**config.mk**
```make
export PLATFORM = sky130hd
export DESIGN_NAME = int_arbiter_flat
export DESIGN_NICKNAME = d
export VERILOG_FILES = /design/src/rtl/int_arbiter_if.sv /design/src/rtl/int_arbiter.sv /design/src/flat_wrapper.sv
export SDC_FILE = /design/constraint.sdc
export NUM_CORES = 1
export LEC_CHECK = 0
export ABC_AREA = 1
export CAP_MARGIN = 10
export CORE_MARGIN = 5
export CORE_UTILIZATION = 28
export DETAILED_ROUTE_END_ITERATION = 16
export DONT_BUFFER_PORTS = 1
export PLACE_DENSITY = 0.47
export SLEW_MARGIN = 20
export SYNTH_ARGS = -nofsm -noshare
export SYNTH_HDL_FRONTEND = slang
export SYNTH_SLANG_ARGS = --single-unit
```
**constraint.sdc**
```tcl
create_clock -name clk -period 1.85 [get_ports clk]
set_input_delay 0.4625 -clock clk [delete_from_list [all_inputs] [get_ports clk]]
set_output_delay 0.4625 -clock clk [all_outputs]
set_load 0.03 [all_outputs]
```
**src/rtl/int_arbiter_if.sv**
```systemverilog
// Handshake bundle between the pipeline controller / CP0 and the interrupt arbiter.
// The controller side uses the master modport; the arbiter uses the slave modport.
interface int_arbiter_if #(
  parameter int N_IRQ = 6,
  parameter int IDX_W = 3
);
  logic [N_IRQ-1:0] irq;
  logic [N_IRQ-1:0] im;
  logic             ie;
  logic [N_IRQ-1:0] ip_clr;
  logic             uncertain_jump;
  logic             pipeline_stall;
  logic             eret;
  logic             exl_set;
  logic             exl_clr;
  logic             exl;
  logic [N_IRQ-1:0] ip;
  logic [IDX_W-1:0] cause_idx;
  logic             fetch_hold;

  modport master (
    output irq, im, ie, ip_clr, uncertain_jump, pipeline_stall, eret,
    input  exl_set, exl_clr, exl, ip, cause_idx, fetch_hold
  );

  modport slave (
    input  irq, im, ie, ip_clr, uncertain_jump, pipeline_stall, eret,
    output exl_set, exl_clr, exl, ip, cause_idx, fetch_hold
  );
endinterface

```
**src/rtl/int_arbiter.sv**
```systemverilog
// Interrupt arbiter and EXL sequencer: latches N level/edge sources, masks and prioritises them,
// defers entry across unresolved control flow or stalls, and holds fetch when deferral runs long.
module int_arbiter #(
  parameter int               N_IRQ       = 6,
  parameter logic [N_IRQ-1:0] IRQ_EDGE    = '0,
  parameter int               DEFER_LIMIT = 15,
  parameter int               IDX_W       = 3
) (
  input  logic          clk,
  input  logic          reset,
  int_arbiter_if.slave  bus
);

  localparam int              CNT_W   = (DEFER_LIMIT < 1) ? 1 : $clog2(DEFER_LIMIT + 1);
  localparam logic [CNT_W-1:0] LIMIT_C = CNT_W'(DEFER_LIMIT);
  localparam bit              HOLD_EN = (DEFER_LIMIT != 0);

  typedef enum logic [1:0] {
    ST_RUN     = 2'd0,
    ST_DEFER   = 2'd1,
    ST_HANDLER = 2'd2
  } state_e;

  state_e           state_q,     state_d;
  logic [N_IRQ-1:0] irq_q,       irq_d;
  logic [N_IRQ-1:0] ip_q,        ip_d;
  logic [CNT_W-1:0] defer_cnt_q, defer_cnt_d;
  logic [IDX_W-1:0] cause_idx_q, cause_idx_d;

  logic [N_IRQ-1:0] elig;
  logic [N_IRQ-1:0] sel_vec;
  logic [N_IRQ-1:0] take_vec;
  logic [N_IRQ-1:0] rise;
  logic [N_IRQ-1:0] edge_next;
  logic [IDX_W-1:0] sel;
  logic             any_elig;
  logic             take;

  // Arbitration: eligibility, fixed priority (index 0 wins) and the take decision.
  always_comb begin
    elig     = (bus.ie && state_q != ST_HANDLER) ? (ip_q & bus.im) : '0;
    any_elig = |elig;
    // Isolate the lowest set bit; this is the winner as a one-hot vector.
    sel_vec  = elig & (~elig + N_IRQ'(1));
    sel      = '0;
    for (int i = N_IRQ - 1; i >= 0; i--) begin
      if (elig[i]) sel = IDX_W'(i);
    end
    take     = any_elig && !bus.uncertain_jump && !bus.pipeline_stall && !bus.eret;
    take_vec = take ? sel_vec : '0;
  end

  // Pending vector: level lines follow the pin, edge lines latch a rising edge until cleared.
  // A new edge is OR-ed in after the clear so it survives a simultaneous mtc0 or take.
  always_comb begin
    irq_d     = bus.irq;
    rise      = bus.irq & ~irq_q;
    edge_next = (ip_q & ~(bus.ip_clr | take_vec)) | rise;
    ip_d      = (IRQ_EDGE & edge_next) | (~IRQ_EDGE & bus.irq);
  end

  // NOTE: every signal written here gets a default first, so no path can infer a latch.
  always_comb begin
    state_d     = state_q;
    defer_cnt_d = defer_cnt_q;
    cause_idx_d = cause_idx_q;

    unique case (state_q)
      ST_RUN: begin
        if (take) begin
          state_d = ST_HANDLER;
        end else if (any_elig) begin
          state_d     = ST_DEFER;
          defer_cnt_d = '0;
        end
      end
      ST_DEFER: begin
        if (take) begin
          state_d = ST_HANDLER;
        end else if (!any_elig) begin
          state_d     = ST_RUN;
          defer_cnt_d = '0;
        end else if (defer_cnt_q < LIMIT_C) begin
          defer_cnt_d = defer_cnt_q + CNT_W'(1);
        end
      end
      ST_HANDLER: begin
        if (bus.eret) state_d = ST_RUN;
      end
      default: begin
        state_d     = ST_RUN;
        defer_cnt_d = '0;
      end
    endcase

    if (take) begin
      cause_idx_d = sel;
      defer_cnt_d = '0;
    end
  end

  // NOTE: state registers use non-blocking assignments so every flop samples pre-edge values.
  // NOTE: reset clears all state, including pending bits, so a reset mid-handler starts clean.
  always_ff @(posedge clk) begin
    if (reset) begin
      state_q     <= ST_RUN;
      irq_q       <= '0;
      ip_q        <= '0;
      defer_cnt_q <= '0;
      cause_idx_q <= '0;
    end else begin
      state_q     <= state_d;
      irq_q       <= irq_d;
      ip_q        <= ip_d;
      defer_cnt_q <= defer_cnt_d;
      cause_idx_q <= cause_idx_d;
    end
  end

  assign bus.exl_set    = take;
  assign bus.exl_clr    = bus.eret;
  assign bus.exl        = (state_q == ST_HANDLER);
  assign bus.ip         = ip_q;
  assign bus.cause_idx  = cause_idx_q;
  assign bus.fetch_hold = HOLD_EN && (state_q == ST_DEFER) && (defer_cnt_q >= LIMIT_C) && !take;

endmodule
```
**src/flat_wrapper.sv**
```systemverilog
// flat-port wrapper written by rule: the top's interface ports become plain ports
module int_arbiter_flat 
#(
  parameter int               N_IRQ       = 6,
  parameter logic [N_IRQ-1:0] IRQ_EDGE    = '0,
  parameter int               DEFER_LIMIT = 15,
  parameter int               IDX_W       = 3
)
  (clk, reset, bus_irq, bus_im, bus_ie, bus_ip_clr, bus_uncertain_jump, bus_pipeline_stall, bus_eret, bus_exl_set, bus_exl_clr, bus_exl, bus_ip, bus_cause_idx, bus_fetch_hold);
  int_arbiter_if #(.N_IRQ(N_IRQ), .IDX_W(IDX_W)) bus_i ();
  input  logic clk;
  input  logic reset;
  input wire logic [$bits(bus_i.irq)-1:0] bus_irq;
  input wire logic [$bits(bus_i.im)-1:0] bus_im;
  input wire logic [$bits(bus_i.ie)-1:0] bus_ie;
  input wire logic [$bits(bus_i.ip_clr)-1:0] bus_ip_clr;
  input wire logic [$bits(bus_i.uncertain_jump)-1:0] bus_uncertain_jump;
  input wire logic [$bits(bus_i.pipeline_stall)-1:0] bus_pipeline_stall;
  input wire logic [$bits(bus_i.eret)-1:0] bus_eret;
  output wire logic [$bits(bus_i.exl_set)-1:0] bus_exl_set;
  output wire logic [$bits(bus_i.exl_clr)-1:0] bus_exl_clr;
  output wire logic [$bits(bus_i.exl)-1:0] bus_exl;
  output wire logic [$bits(bus_i.ip)-1:0] bus_ip;
  output wire logic [$bits(bus_i.cause_idx)-1:0] bus_cause_idx;
  output wire logic [$bits(bus_i.fetch_hold)-1:0] bus_fetch_hold;
  assign bus_i.irq = bus_irq;
  assign bus_i.im = bus_im;
  assign bus_i.ie = bus_ie;
  assign bus_i.ip_clr = bus_ip_clr;
  assign bus_i.uncertain_jump = bus_uncertain_jump;
  assign bus_i.pipeline_stall = bus_pipeline_stall;
  assign bus_i.eret = bus_eret;
  assign bus_exl_set = bus_i.exl_set;
  assign bus_exl_clr = bus_i.exl_clr;
  assign bus_exl = bus_i.exl;
  assign bus_ip = bus_i.ip;
  assign bus_cause_idx = bus_i.cause_idx;
  assign bus_fetch_hold = bus_i.fetch_hold;
  int_arbiter #(.N_IRQ(N_IRQ), .IRQ_EDGE(IRQ_EDGE), .DEFER_LIMIT(DEFER_LIMIT), .IDX_W(IDX_W)) u_core (.clk(clk), .reset(reset), .bus(bus_i));
endmodule
```
Yosys cells after proc, flatten, opt, wreduce, memory -nomap -nowiden
Index checks and enable logic that the tools add are counted.
W data, S select, Z words.
{"block": "op_classes", "add_sub_neg": 1, "magnitude_cmp": 2, "eq_ne": 8, "n_mux": 17, "n_bitwise": 2, "n_reduce_logical": 15}
{"op": "$mux W3", "count": 6}
{"op": "$mux W4", "count": 3}
{"op": "$pmux W4 S3", "count": 1}
{"op": "$mux W2", "count": 5}
{"op": "$and A6 B6 Y6", "count": 1}
{"op": "$logic_and A1 B1 Y1", "count": 6}
{"op": "$mux W6", "count": 1}
{"op": "$ne A3 B3 Y1 const B", "count": 2}
{"op": "$pmux W2 S3", "count": 1}
{"op": "$reduce_and A3 Y1", "count": 2}
{"op": "$reduce_or A6 Y1", "count": 1}
{"op": "$add A4 B1 Y4 const B", "count": 1}
{"op": "$ge A4 B4 Y1 const B", "count": 1}
{"op": "$logic_not A1 Y1", "count": 4}
{"op": "$lt A4 B4 Y1 const B", "count": 1}
{"op": "$ne A2 B2 Y1 const B", "count": 2}
{"op": "$ne A3 B1 Y1 const B", "count": 1}
{"op": "$eq A2 B1 Y1 const B", "count": 1}
{"op": "$eq A2 B2 Y1 const B", "count": 1}
{"op": "$logic_not A2 Y1", "count": 1}
{"op": "$ne A2 B1 Y1 const B", "count": 1}
{"op": "$reduce_or A2 Y1", "count": 1}
{"op": "$not A1 Y1", "count": 1}
{"block": "word_totals", "ff_bits": 15, "in_bits": 24, "output_inout_bits": 13, "wordCells": 49}

Longest topological paths before layout
Gate-level depths: netlist (run 1).
{"block": "depth", "ltp_word": 9, "ltp_mapped": 9, "mapped_depth_nobuf": 9}

Least setup slack after synthesis (run 1)
OpenSTA, ideal clock, no wires.
{"block": "synth_timing", "kind": "input-to-output", "startpoint": "in bus_im[2]", "endpoint": "out bus_fetch_hold", "arrival_time_ns": 1.760, "required_ns": 1.387, "slack_ns": -0.372, "stages": 7, "cell_sequence": "nand2_1 clkinv_1 o21ai_2 nand3_4 nand2_4 inv_4 nor3_1"}
{"block": "synth_between", "elab_chain_cells": 8}
{"element": "start: declaration", "line": "flat_wrapper.sv:14", "rtl": "input wire logic [$bits(bus_i.im)-1:0] bus_im;"}
{"element": "$and A6 B6 Y6", "line": "int_arbiter.sv:41", "rtl": "elig = (bus.ie && state_q != ST_HANDLER) ? (ip_q & bus.im) : '0;"}
{"element": "$mux W6", "line": "int_arbiter.sv:41"}
{"element": "$reduce_or A6 Y1", "line": "int_arbiter.sv:42", "rtl": "any_elig = |elig;"}
{"element": "$logic_and A1 B1 Y1 (3 in a row)", "line": "int_arbiter.sv:49", "rtl": "take = any_elig && !bus.uncertain_jump && !bus.pipeline_stall && !bus.eret;"}
{"element": "net bus_exl_set", "line": "flat_wrapper.sv:20", "rtl": "output wire logic [$bits(bus_i.exl_set)-1:0] bus_exl_set;"}
{"element": "$logic_not A1 Y1", "line": "int_arbiter.sv:125", "rtl": "assign bus.fetch_hold = HOLD_EN && (state_q == ST_DEFER) && (defer_cnt_q >= LIMIT_C) && !take;"}
{"element": "$logic_and A1 B1 Y1", "line": "int_arbiter.sv:125"}
{"element": "end: declaration", "line": "flat_wrapper.sv:25", "rtl": "output wire logic [$bits(bus_i.fetch_hold)-1:0] bus_fetch_hold;"}
The timed path passes the listed nets, and every way through them passes these cells.

Worst setup path in the final report (run 1)
{"block": "layout_timing", "startpoint": "reg u_core.state_q[0]", "endpoint": "out bus_fetch_hold"}
{"block": "layout_between", "elab_chain_cells": 9}
{"element": "start: declaration", "line": "int_arbiter.sv:24", "rtl": "state_e state_q, state_d;"}
{"element": "start signal: assignment", "line": "int_arbiter.sv:112", "rtl": "state_q <= state_d;"}
{"element": "$ne A2 B2 Y1", "line": "int_arbiter.sv:41"}
{"element": "$logic_and A1 B1 Y1", "line": "int_arbiter.sv:41"}
{"element": "$mux W6", "line": "int_arbiter.sv:41"}
{"element": "$reduce_or A6 Y1", "line": "int_arbiter.sv:42"}
{"element": "$logic_and A1 B1 Y1 (3 in a row)", "line": "int_arbiter.sv:49"}
{"element": "$logic_not A1 Y1", "line": "int_arbiter.sv:125"}
{"element": "$logic_and A1 B1 Y1 (*)", "line": "int_arbiter.sv:125"}
Every way passes the cells marked *; elsewhere a longest branch is shown, timed or not.

==> metrics.md, run 1 <==
| Metric | Value |
|---|---|
| Final hold vios | `0` |
| Max Clock Freq | `0.518 GHz` |
| Slew headroom | `0.777` |
| Final Net Count | `155` |
| Outcome | `complete, but fails checks` |
| Drt first pass iters | `4` |
| Grt ovf | `0` |
| Placed cell area | `980 sq um` |
| CP max stage delay | `350 ps` |
| Routed Antenna Nets | `0` |
| CP Max Fanout | `5` |
| Fraction of layout cells with a size suffix above 1 | `0.341` |
| Area Growth Syn to Fin | `26.4%` |
| Hold Path Depth | `1` |
| Setup violators final | `2` |
| Largest net degree at the start of global routing | `13` |
| Cell Area, Synth | `823 sq um` |
| Failing checks | `setup timing` |
| DR vias | `757` |
| Syn Inst Count | `111` |
| TritonCTS clock tree | `yes` |
| Worst-skew pair later-pin latency | `290 ps` |
| Period minus WS final | `1930 ps` |
| Finished Layout Cells | `160` |
| Crit path cell chain | `inv_2 -> a21oi_4 -> o21ai_4 -> nand3_4 -> nand2_4 -> inv_4 -> nor3_4 -> buf_12` |
| Die width | `64.2 um` |
| Hold_buf cts | `0` |
| CTS Buf Count | `3` |
| Hold endpoint | `u_core.state_q[1]` |
| Type of the most critical hold path | `primary input to flip-flop` |
| Starting Density | `0.296` |
| First-pass GRT wire length | `3110 um` |
| Die area | `4120 sq um` |
| Antenna Cells | `0` |
| Setup TNS | `-139 ps` |
| Synthesized area per cell | `7.42 sq um` |
| Hold_sp | `reset` |
| Die H | `64.2 um` |
| Ys Warns | `0` |
| Measured slew at the worst slew-check pin | `334 ps` |
| Setup ws final | `-80.2 ps` |
| DRT Wirelength | `1810 um` |
| Maximum capacitance violations | `0` |
| Pwr Density | `636 nW/um^2` |
| Core area | `2780 sq um` |
| Post-layout util | `0.374` |
| Synthesized flop and latch total | `15` |
| WS Path Type | `flip-flop to output port` |
| DR WL/cell | `11.3 um` |
| Initial antenna violation count | `0` |
| Reg2Reg Setup Slack | `360 ps` |
| Fin crit share | `1.04` |
| CP Data Arrival Time | `1470 ps` |
| Leak | `0.501 nW` |
| Clk_skew | `10.5 ps` |
| DRT iter0 DRCs | `20` |
| Cells after DPL | `154` |
| Num Clock Sinks | `15` |
| CTS clk-pin slew, worst paths | `100 ps` |
| Critical path required time | `1390 ps` |
| CP Launch Type | `flip-flop` |
| Boundary Pins | `37` |
| Slowest stage cell on the critical path | `dfxtp_2` |
| PortBufs | `0` |
| Dpl hpwl | `1430 um` |
| Synth Net Count | `136` |
| R2r worst-path depth | `8` |
| Vias in the first global route | `720` |
| Slew Limit Fails | `0` |
| Routed vias/inst | `4.73` |
| Root Buffer | `clkbuf_4` |
| Rows | `19` |
| Seq/Total Area, Yosys | `0.365` |
| Worst-case clock buffer depth | `2` |
| Setup repair after global routing missed its margin | `yes` |
| H-tree depth reported by CTS | `1` |
| Final instance area | `1040 sq um` |
| RR Startpoint | `u_core.state_q[0]` |
| Worst IR Drop VDD | `0.000354 V` |
| Crit. End Element | `output port` |
| Synth cell types | `33` |
| R2R Path End | `u_core.defer_cnt_q[2]` |
| Routability congestion estimate | `0.778` |
| GRT Total Usage | `0.0934` |
| DRC | `0` |
## registers in the layout (all words and copies together), names as in the netlist
name	count
u_core.bus.ip	6
u_core.defer_cnt_q	4
u_core.bus.cause_idx	3
u_core.state_q	2
## worst max path at each step
stage                                 start              to
after floorplan                   bus_im[2]  bus_fetch_hold
after global placement            bus_im[5]  bus_fetch_hold
after detailed placement          bus_im[4]  bus_fetch_hold
after CTS                 u_core.state_q[0]  bus_fetch_hold
after global routing       u_core.bus.ip[4]  bus_fetch_hold
final                     u_core.state_q[0]  bus_fetch_hold
## placed cells by master (no fill, tap or decap), drive strengths merged
| cell type | Yosys | final |
|---|---|---|
| ha | 1 | 1 |
| a22oi | 1 | 1 |
| clkinv | 2 | 2 |
| o21ai | 6 | 6 |
| o2111ai | 1 | 1 |
| clkbuf | 1 | 4 |
| nand3b | 1 | 1 |
| dfxtp | 15 | 15 |
| o21a | 1 | 1 |
| xor2 | 1 | 1 |
| o31ai | 1 | 1 |
| inv | 20 | 20 |
| nor3 | 2 | 2 |
| or2 | 1 | 1 |
| nand2 | 23 | 23 |
| nor4 | 1 | 1 |
| nand3 | 7 | 7 |
| a21oi | 7 | 7 |
| xnor2 | 1 | 1 |
| nand4 | 1 | 1 |
| buf | 1 | 16 |
| nor2 | 16 | 16 |
## critical path: cells and delay by family, from the launching register on
family | cells | cell delay (ps)
AO/OA/AOI/OAI | 2 | 350
flip-flops | 1 | 350
AND/OR/NAND/NOR | 3 | 210
buffers and inverters | 3 | 260
## where the power goes
| group | total, mW | leakage, nW | internal [mW] | switching (mW) |
|---|---|---|---|---|
| logic | 0.126 | 0.362 | 0.0483 | 0.0773 |
| clock network | 0.195 | 0.0150 | 0.0838 | 0.111 |
| registers | 0.342 | 0.124 | 0.334 | 0.00777 |
| total | 0.662 | 0.501 | 0.466 | 0.196 |
## cells in the mapped netlist
library cell / instances / area (sq um)
nand3_1: 5 / 25.0
clkinv_1: 2 / 7.51
o2111ai_1: 1 / 8.76
o21a_1: 1 / 7.51
ha_1: 1 / 12.5
a21oi_1: 3 / 15.0
inv_4: 1 / 6.26
nand3b_2: 1 / 11.3
clkbuf_1: 1 / 3.75
nand3_4: 1 / 17.5
o21ai_2: 5 / 43.8
xnor2_1: 1 / 8.76
nand2_4: 1 / 11.3
nor2_4: 1 / 11.3
nand2_1: 21 / 78.8
o31ai_1: 1 / 7.51
nand2_2: 1 / 6.26
o21ai_1: 1 / 5.00
xor2_1: 1 / 8.76
dfxtp_1: 15 / 300
nand3_2: 1 / 10.0
inv_2: 2 / 7.51
or2_2: 1 / 6.26
nor4_1: 1 / 6.26
nand4_1: 1 / 6.26
a21oi_4: 1 / 16.3
a22oi_1: 1 / 7.51
inv_1: 17 / 63.8
nor2_1: 14 / 52.6
buf_4: 1 / 7.51
a21oi_2: 3 / 26.3
nor2_2: 1 / 6.26
nor3_1: 2 / 10.0
## cells by family (layout without fill, tap and decap cells)
kind of cell / Yosys count / count (layout) / synth area share
xor gates and xnor gates: 2 / 2 / 0.0213
and+or+nand+nor: 52 / 52 / 0.315
AOI/OAI and AO/OA: 17 / 17 / 0.167
DFF: 15 / 15 / 0.365
adders and majority gates: 1 / 1 / 0.0152
buffers and inverters: 24 / 42 / 0.117
## routing by layer
metal  vias up  routed length [um]  GRT usage
li1        385                   -          -
met1       348                 816      0.121
met2        20                 811      0.136
met3         4                 152     0.0350
met4         0                  31     0.0458
met5         -                   0          0
## stage by stage
| stage | worst slack (ps) | power [mW] | hold slack (ps) |
|---|---|---|---|
| 4_1_cts | -91.9 | 0.663 | 215 |
| 5_1_grt | -157 | 0.694 | 203 |
| 6_report | -80.2 | 0.662 | 209 |
| 3_3_place_gp | 70.6 | 0.467 | 487 |
| 2_1_floorplan | 6.75 | 0.439 | 472 |
| 3_5_place_dp | 57.8 | 0.468 | 494 |
## cell type report
type	instances	area (sq um)
timing repair buffer	16	133
clock buffer	4	26.3
sequential	15	303
tap	31	38.8
fill	305	1740
multi-input combinational	72	453
inverter	22	87.6
## what timing repair did
item | in CTS | in global routing
pin swaps | 1 | 1
endpoints found under the setup margin | 2 | 2
resized for setup | 4 | 2
hold endpoints to repair | 0 | 0
buffers inserted | 0 | 2
Power figures use the tool's default switching activity.
==> inputs of run 2 (changes only) <==
- ABC_AREA: 1 -> default
==> run 2 against run 1 <==
Largest power group unchanged. Final cell count decreased by 23%. Fmax decreased by 0.18%. The flow still finishes with violations (setup timing). Clock skew decreased by 7.6 ps. Synthesized area decreased by 7.9%. Combinational power decreased by 9.5%. Highest routed layer unchanged. Largest cell class unchanged.
==> metrics.md, run 2 <==
| Metric | Value |
|---|---|
| Outcome | `complete, but fails checks` |
| Failing checks | `setup timing` |
| Die H | `62.0 um` |
| Cells after DPL | `117` |
| Crit path from | `u_core.bus.ip[1]` |
| Die width | `62.0 um` |
| Root Buffer | `clkbuf_4` |
| PortBufs | `0` |
| GRT Total Usage | `0.113` |
| Final Power | `0.644 mW` |
| Starting Density | `0.298` |
| Synthesized flop and latch total | `15` |
| Critical path required time | `1390 ps` |
| TritonCTS clock tree | `yes` |
| CP Launch Type | `flip-flop` |
| Post-synth EDFFs | `0` |
| Max Clock Freq | `0.517 GHz` |
| Top FF cell, synth | `dfxtp_1` |
| Finished Layout Cells | `123` |
| Leak | `0.349 nW` |
| Max reg flops | `6` |
| Async set-reset flop share out of synthesis | `0` |
| Slew Limit Fails | `0` |
| Yosys top cell area share | `0.396` |
| Setup ws final | `-83.7 ps` |
| Placed cell area | `860 sq um` |
| Setup repair after global routing missed its margin | `yes` |
| Synth cell types | `31` |
| Routability congestion estimate | `0.751` |
| Syn Inst Count | `80` |
| Area Growth Syn to Fin | `22.6%` |
| Hold_sp | `reset` |
| Synth Net Count | `105` |
| Final instance area | `930 sq um` |
| DRT iter0 DRCs | `3` |
| Core area | `2540 sq um` |
| Drt first pass iters | `2` |
| WS Path Type | `flip-flop to output port` |
| CP Data Arrival Time | `1470 ps` |
| Slew headroom | `0.722` |
| Worst hold slack | `226 ps` |
| Measured slew at the worst slew-check pin | `413 ps` |
| DR WL/cell | `15.5 um` |
| Commonest non-fill, non-tap cells in the layout | `buf_4 (11), dfxtp_1 (11), nor2b_1 (9)` |
| Placement Setup Slack | `47.6 ps` |
| Period minus WS final | `1930 ps` |
| Rows | `18` |
| Crit. End Element | `output port` |
| DRT Wirelength | `1900 um` |
| Worst IR Drop VDD | `0.000358 V` |
| Most instantiated library cell after synthesis | `dfxtp_1` |
| Antenna Cells | `0` |
| Num Clock Sinks | `15` |
| DR vias | `673` |
| Initial antenna violation count | `0` |
| Final Net Count | `119` |
| Worst-skew pair later-pin latency | `280 ps` |
| RR Startpoint | `u_core.state_q[0]` |
| Routed Antenna Nets | `0` |
| CTS clk-pin slew, worst paths | `90 ps` |
| Pwr Density | `693 nW/um^2` |
| Ranking of synthesized cells by area | `dfxtp_1 (40%), nor2b_1 (7.4%), a32o_1 (6.6%)` |
| First-pass GRT wire length | `3190 um` |
| DRC | `0` |
| Type of the most critical hold path | `primary input to flip-flop` |
| Cell Area, Synth | `758 sq um` |
| Area leader, netlist | `dfxtp_1` |
| Vias in the first global route | `738` |
| Seq/Total Area, Yosys | `0.396` |
| CTS Buf Count | `3` |
| Boundary Pins | `37` |
| Worst-case clock buffer depth | `2` |
| Fraction of layout cells with a size suffix above 1 | `0.344` |
| Dpl hpwl | `1500 um` |
| Maximum capacitance violations | `0` |
| Synthesized area per cell | `9.48 sq um` |
| Setup violators final | `2` |
| Final hold vios | `0` |
| Fin crit share | `1.05` |
| Ys Warns | `0` |
| Grt ovf | `0` |
| CP Max Fanout | `3` |
| Largest net degree at the start of global routing | `15` |
| H-tree depth reported by CTS | `1` |
| Die area | `3850 sq um` |
| Clk_skew | `2.96 ps` |
| Synth cell count leaders | `dfxtp_1 (15), nor2b_1 (9), a32o_1 (5), nand3_1 (5)` |
| FILL cells | `267` |
| Routed vias/inst | `5.47` |
==> run 2: changes by cell type after synthesis, sizes merged, moves of 2 or more <==
cell	previous run	this run
inv	20	3
a21oi	7	4
a22o	0	3
a32o	0	5
and3	0	2
nand3	7	5
clkinv	2	0
a22oi	1	3
nand2b	0	4
nor2b	0	9
o21ai	6	4
nand2	23	2
nor2	16	4
==> run 2: repair_timing <==
action | 4_1_cts | 5_1_grt
endpoints found under the setup margin | 2 | 2
setup buffers | 2 | 0
pin swaps | 2 | 2
hold buffers | 0 | 0
resized for setup | 3 | 4
==> run 2: logic make-up after synthesis <==
logic type / after synthesis / share of synthesized area
compound gates: 26 / 0.294
fa+ha+maj: 1 / 0.0165
buf+inv: 5 / 0.0297
flops: 15 / 0.396
simple gates: 33 / 0.264
==> run 2: path summary, 6_finish.rpt <==
kind                                               to  slack, ps  cells past startpoint
worst min-delay path                 u_core.bus.ip[2]        230                      1
worst max-delay path                   bus_fetch_hold        -80                      4
worst min register to register  u_core.defer_cnt_q[0]        530                      1
worst max register to register  u_core.defer_cnt_q[1]        240                      5
==> run 2: stage by stage <==
stage / TNS [ps] / utilization
after floorplan: -52.1 / -
after global placement: 0 / 0.338
after detailed placement: 0 / 0.338
after CTS: -169 / 0.359
after global routing: -257 / 0.365
final: -91.1 / 0.365
==> run 2: power by group <==
part / switching, mW / internal (mW) / total, mW
registers: 0.00887 / 0.333 / 0.342
logic: 0.0612 / 0.0524 / 0.114
clock network: 0.108 / 0.0803 / 0.188
==> run 2: cell type report <==
cell class	count	area, sq um	share of cell area
sequential	15	305	0.328
inverter	3	15.0	0.0162
multi-input combinational	60	462	0.497
tap	30	37.5	0.0404
clock inverter	1	5.00	0.00538
clock buffer	3	22.5	0.0242
timing repair buffer	11	82.6	0.0888
==> run 2: worst max-delay path: stages (launching register included) <==
cell and delay, ps:
dfxtp_2 340, a22o_4 250, nor3_4 180, nand2b_4 170, and3_4 250
==> run 2: per-layer routing <==
layer  global-route usage  wire length, um  vias to the layer above
met5                    0                0                        -
met1                0.122              764                      327
met3               0.0393              107                        2
li1                     -                -                      332
met2                0.191             1010                       12
met4               0.0606               17                        0
==> inputs of run 3 (changes only) <==
- SKIP_CTS_REPAIR_TIMING: default -> 1
- clock period: 1.85 -> 2.03 ns (I/O delays scaled with it)
==> run 3 against run 2 <==
The run now ends clean. Worst hold slack better by 56 ps. Final area fell by 0.67%. Combinational power fell by 9.6%. Register-to-register slack better by 90 ps. Largest cell class unchanged.
==> metrics.md, run 3 (synthesis gave the netlist of run 2 again) <==
| Metric | Value |
|---|---|
| Die width | `62.0 um` |
| Routed vias/inst | `5.52` |
| Outcome | `completed` |
| Final Power | `0.582 mW` |
| Initial antenna violation count | `0` |
| Period minus WS final | `1970 ps` |
| M1 WL | `922 um` |
| Antenna Cells | `0` |
| Setup violators final | `0` |
| Slew Limit Fails | `0` |
| Metal2 WL | `805 um` |
| Commonest non-fill, non-tap cell in the layout | `dfxtp_1` |
| Part of the power in combinational logic | `0.177` |
| DRC | `0` |
| Reg power frac | `0.536` |
| GRT Total Usage | `0.107` |
| Starting Density | `0.298` |
| FF+latch area | `302 sq um` |
| Area of the multi-input gates | `464 sq um` |
| R2r worst-path depth | `5` |
| Clk_skew | `0.368 ps` |
| Leak | `0.355 nW` |
| Routability congestion estimate | `0.786` |
| P_sw | `0.156 mW` |
| Crit path cell chain | `nand2b_1 -> and3_1 -> nand2b_4 -> inv_1` |
| H-tree depth reported by CTS | `1` |
| Routed Antenna Nets | `0` |
| DRT Wirelength | `1940 um` |
| Hold_sp | `reset` |
| Finished Layout Cells | `123` |
| Boundary Pins | `37` |
| Worst IR Drop VDD | `0.000338 V` |
| CTS Buf Count | `3` |
| CTS clk-pin slew, worst paths | `80 ps` |
| CP max stage delay | `430 ps` |
| Final hold vios | `0` |
| Maximum capacitance violations | `0` |
| CP Depth | `4` |
| CP Data Arrival Time | `1460 ps` |
| Vias in the first global route | `628` |
| Crit path from | `u_core.state_q[0]` |
| Fraction of layout cells with a size suffix above 1 | `0.290` |
| Slew headroom | `0.680` |
| PortBufs | `0` |
| RR Startpoint | `u_core.state_q[0]` |
| Setup repair after global routing missed its margin | `yes` |
| CP Max Fanout | `5` |
| Type of the most critical hold path | `primary input to flip-flop` |
| Fin crit share | `0.969` |
| Max reg flops | `6` |
| Top delay family on crit path | `simple AND/OR/NAND/NOR gates` |
| DR vias | `679` |
| WS Path Type | `flip-flop to output port` |
| Core area | `2540 sq um` |
| Wire length on met3 | `193 um` |
| R2R Path End | `u_core.defer_cnt_q[3]` |
| Final Net Count | `119` |
| Die H | `62.0 um` |
| Area Growth Syn to Fin | `21.8%` |
| First-pass GRT wire length | `2890 um` |
| Die area | `3850 sq um` |
| Commonest non-fill, non-tap cells in the layout | `dfxtp_1 (14), buf_4 (11), nor2b_1 (9)` |
| Num Clock Sinks | `15` |
| Sw Share | `0.268` |
| Pint | `0.426 mW` |
| DR top layer | `met4` |
| Worst hold slack | `283 ps` |
| CP Launch Type | `flip-flop` |
| Root Buffer | `clkbuf_4` |
| Worst-skew pair later-pin latency | `280 ps` |
| Post-layout util | `0.363` |
| Measured slew at the worst slew-check pin | `476 ps` |
| Cells after DPL | `117` |
| Critical path required time | `1520 ps` |
| Crit. End Element | `output port` |
| FILL cells | `273` |
| Buf/Inv on CP | `1` |
| CP endpoint | `bus_exl_set` |
| Drt first pass iters | `4` |
| Max Clock Freq | `0.508 GHz` |
| Reg2Reg Setup Slack | `330 ps` |
| Clock Power Share | `0.288` |
| DR WL/cell | `15.7 um` |
| Dpl hpwl | `1490 um` |
| DRT iter0 DRCs | `25` |
| TritonCTS clock tree | `yes` |
| Slowest stage cell on the critical path | `dfxtp_1` |
| Rows | `18` |
| Grt ovf | `0` |
| Worst-case clock buffer depth | `2` |
| Pwr Density | `630 nW/um^2` |
| Largest net degree at the start of global routing | `15` |
run 3: power groups by stage:
stage | logic (mW) | registers, mW | clock network, mW
finish | 0.103 | 0.312 | 0.167
global route | 0.112 | 0.313 | 0.199
CTS | 0.0968 | 0.311 | 0.178
detailed placement | 0.0963 | 0.318 | 0
global placement | 0.0966 | 0.317 | 0
floorplan | 0.0599 | 0.331 | 0
run 3: area by class of cell:
class                   count  share of cell area
flip-flops and latches     15               0.327
clock buffers               4              0.0285
well taps                  30              0.0407
inverters                   3              0.0122
multi-input cells          60               0.503
repair buffers             11              0.0894
run 3: layer usage:
| layer | GRT usage | vias up |
|---|---|---|
| met3 | 0.0640 | 2 |
| met2 | 0.141 | 25 |
| met1 | 0.146 | 320 |
| li1 | - | 332 |
| met4 | 0.0273 | 0 |
| met5 | 0 | - |
run 3: worst register-to-register path, delay by kind of cell (launching register included):
kind | cells | cell delay [ps]
compound gates | 1 | 190
buf+inv | 1 | 160
flops | 1 | 370
simple gates | 3 | 930
run 3: stage by stage:
stage	setup TNS (ps)	cell area, sq um	setup WS (ps)
2_1_floorplan	0	759	7.81
3_3_place_gp	0	853	122
3_5_place_dp	0	853	112
4_1_cts	-32.6	880	-32.6
5_1_grt	-60.4	923	-30.2
6_report	0	923	63.1
run 3: how the worst min path moves through the flow:
stage	slack [ps]	cells past startpoint	end
floorplan	500	1	u_core.defer_cnt_q[1]
global placement	520	1	u_core.defer_cnt_q[1]
detailed placement	520	1	u_core.defer_cnt_q[1]
CTS	270	1	u_core.bus.cause_idx[1]
global route	250	1	u_core.bus.ip[2]
finish	280	1	u_core.bus.ip[2]
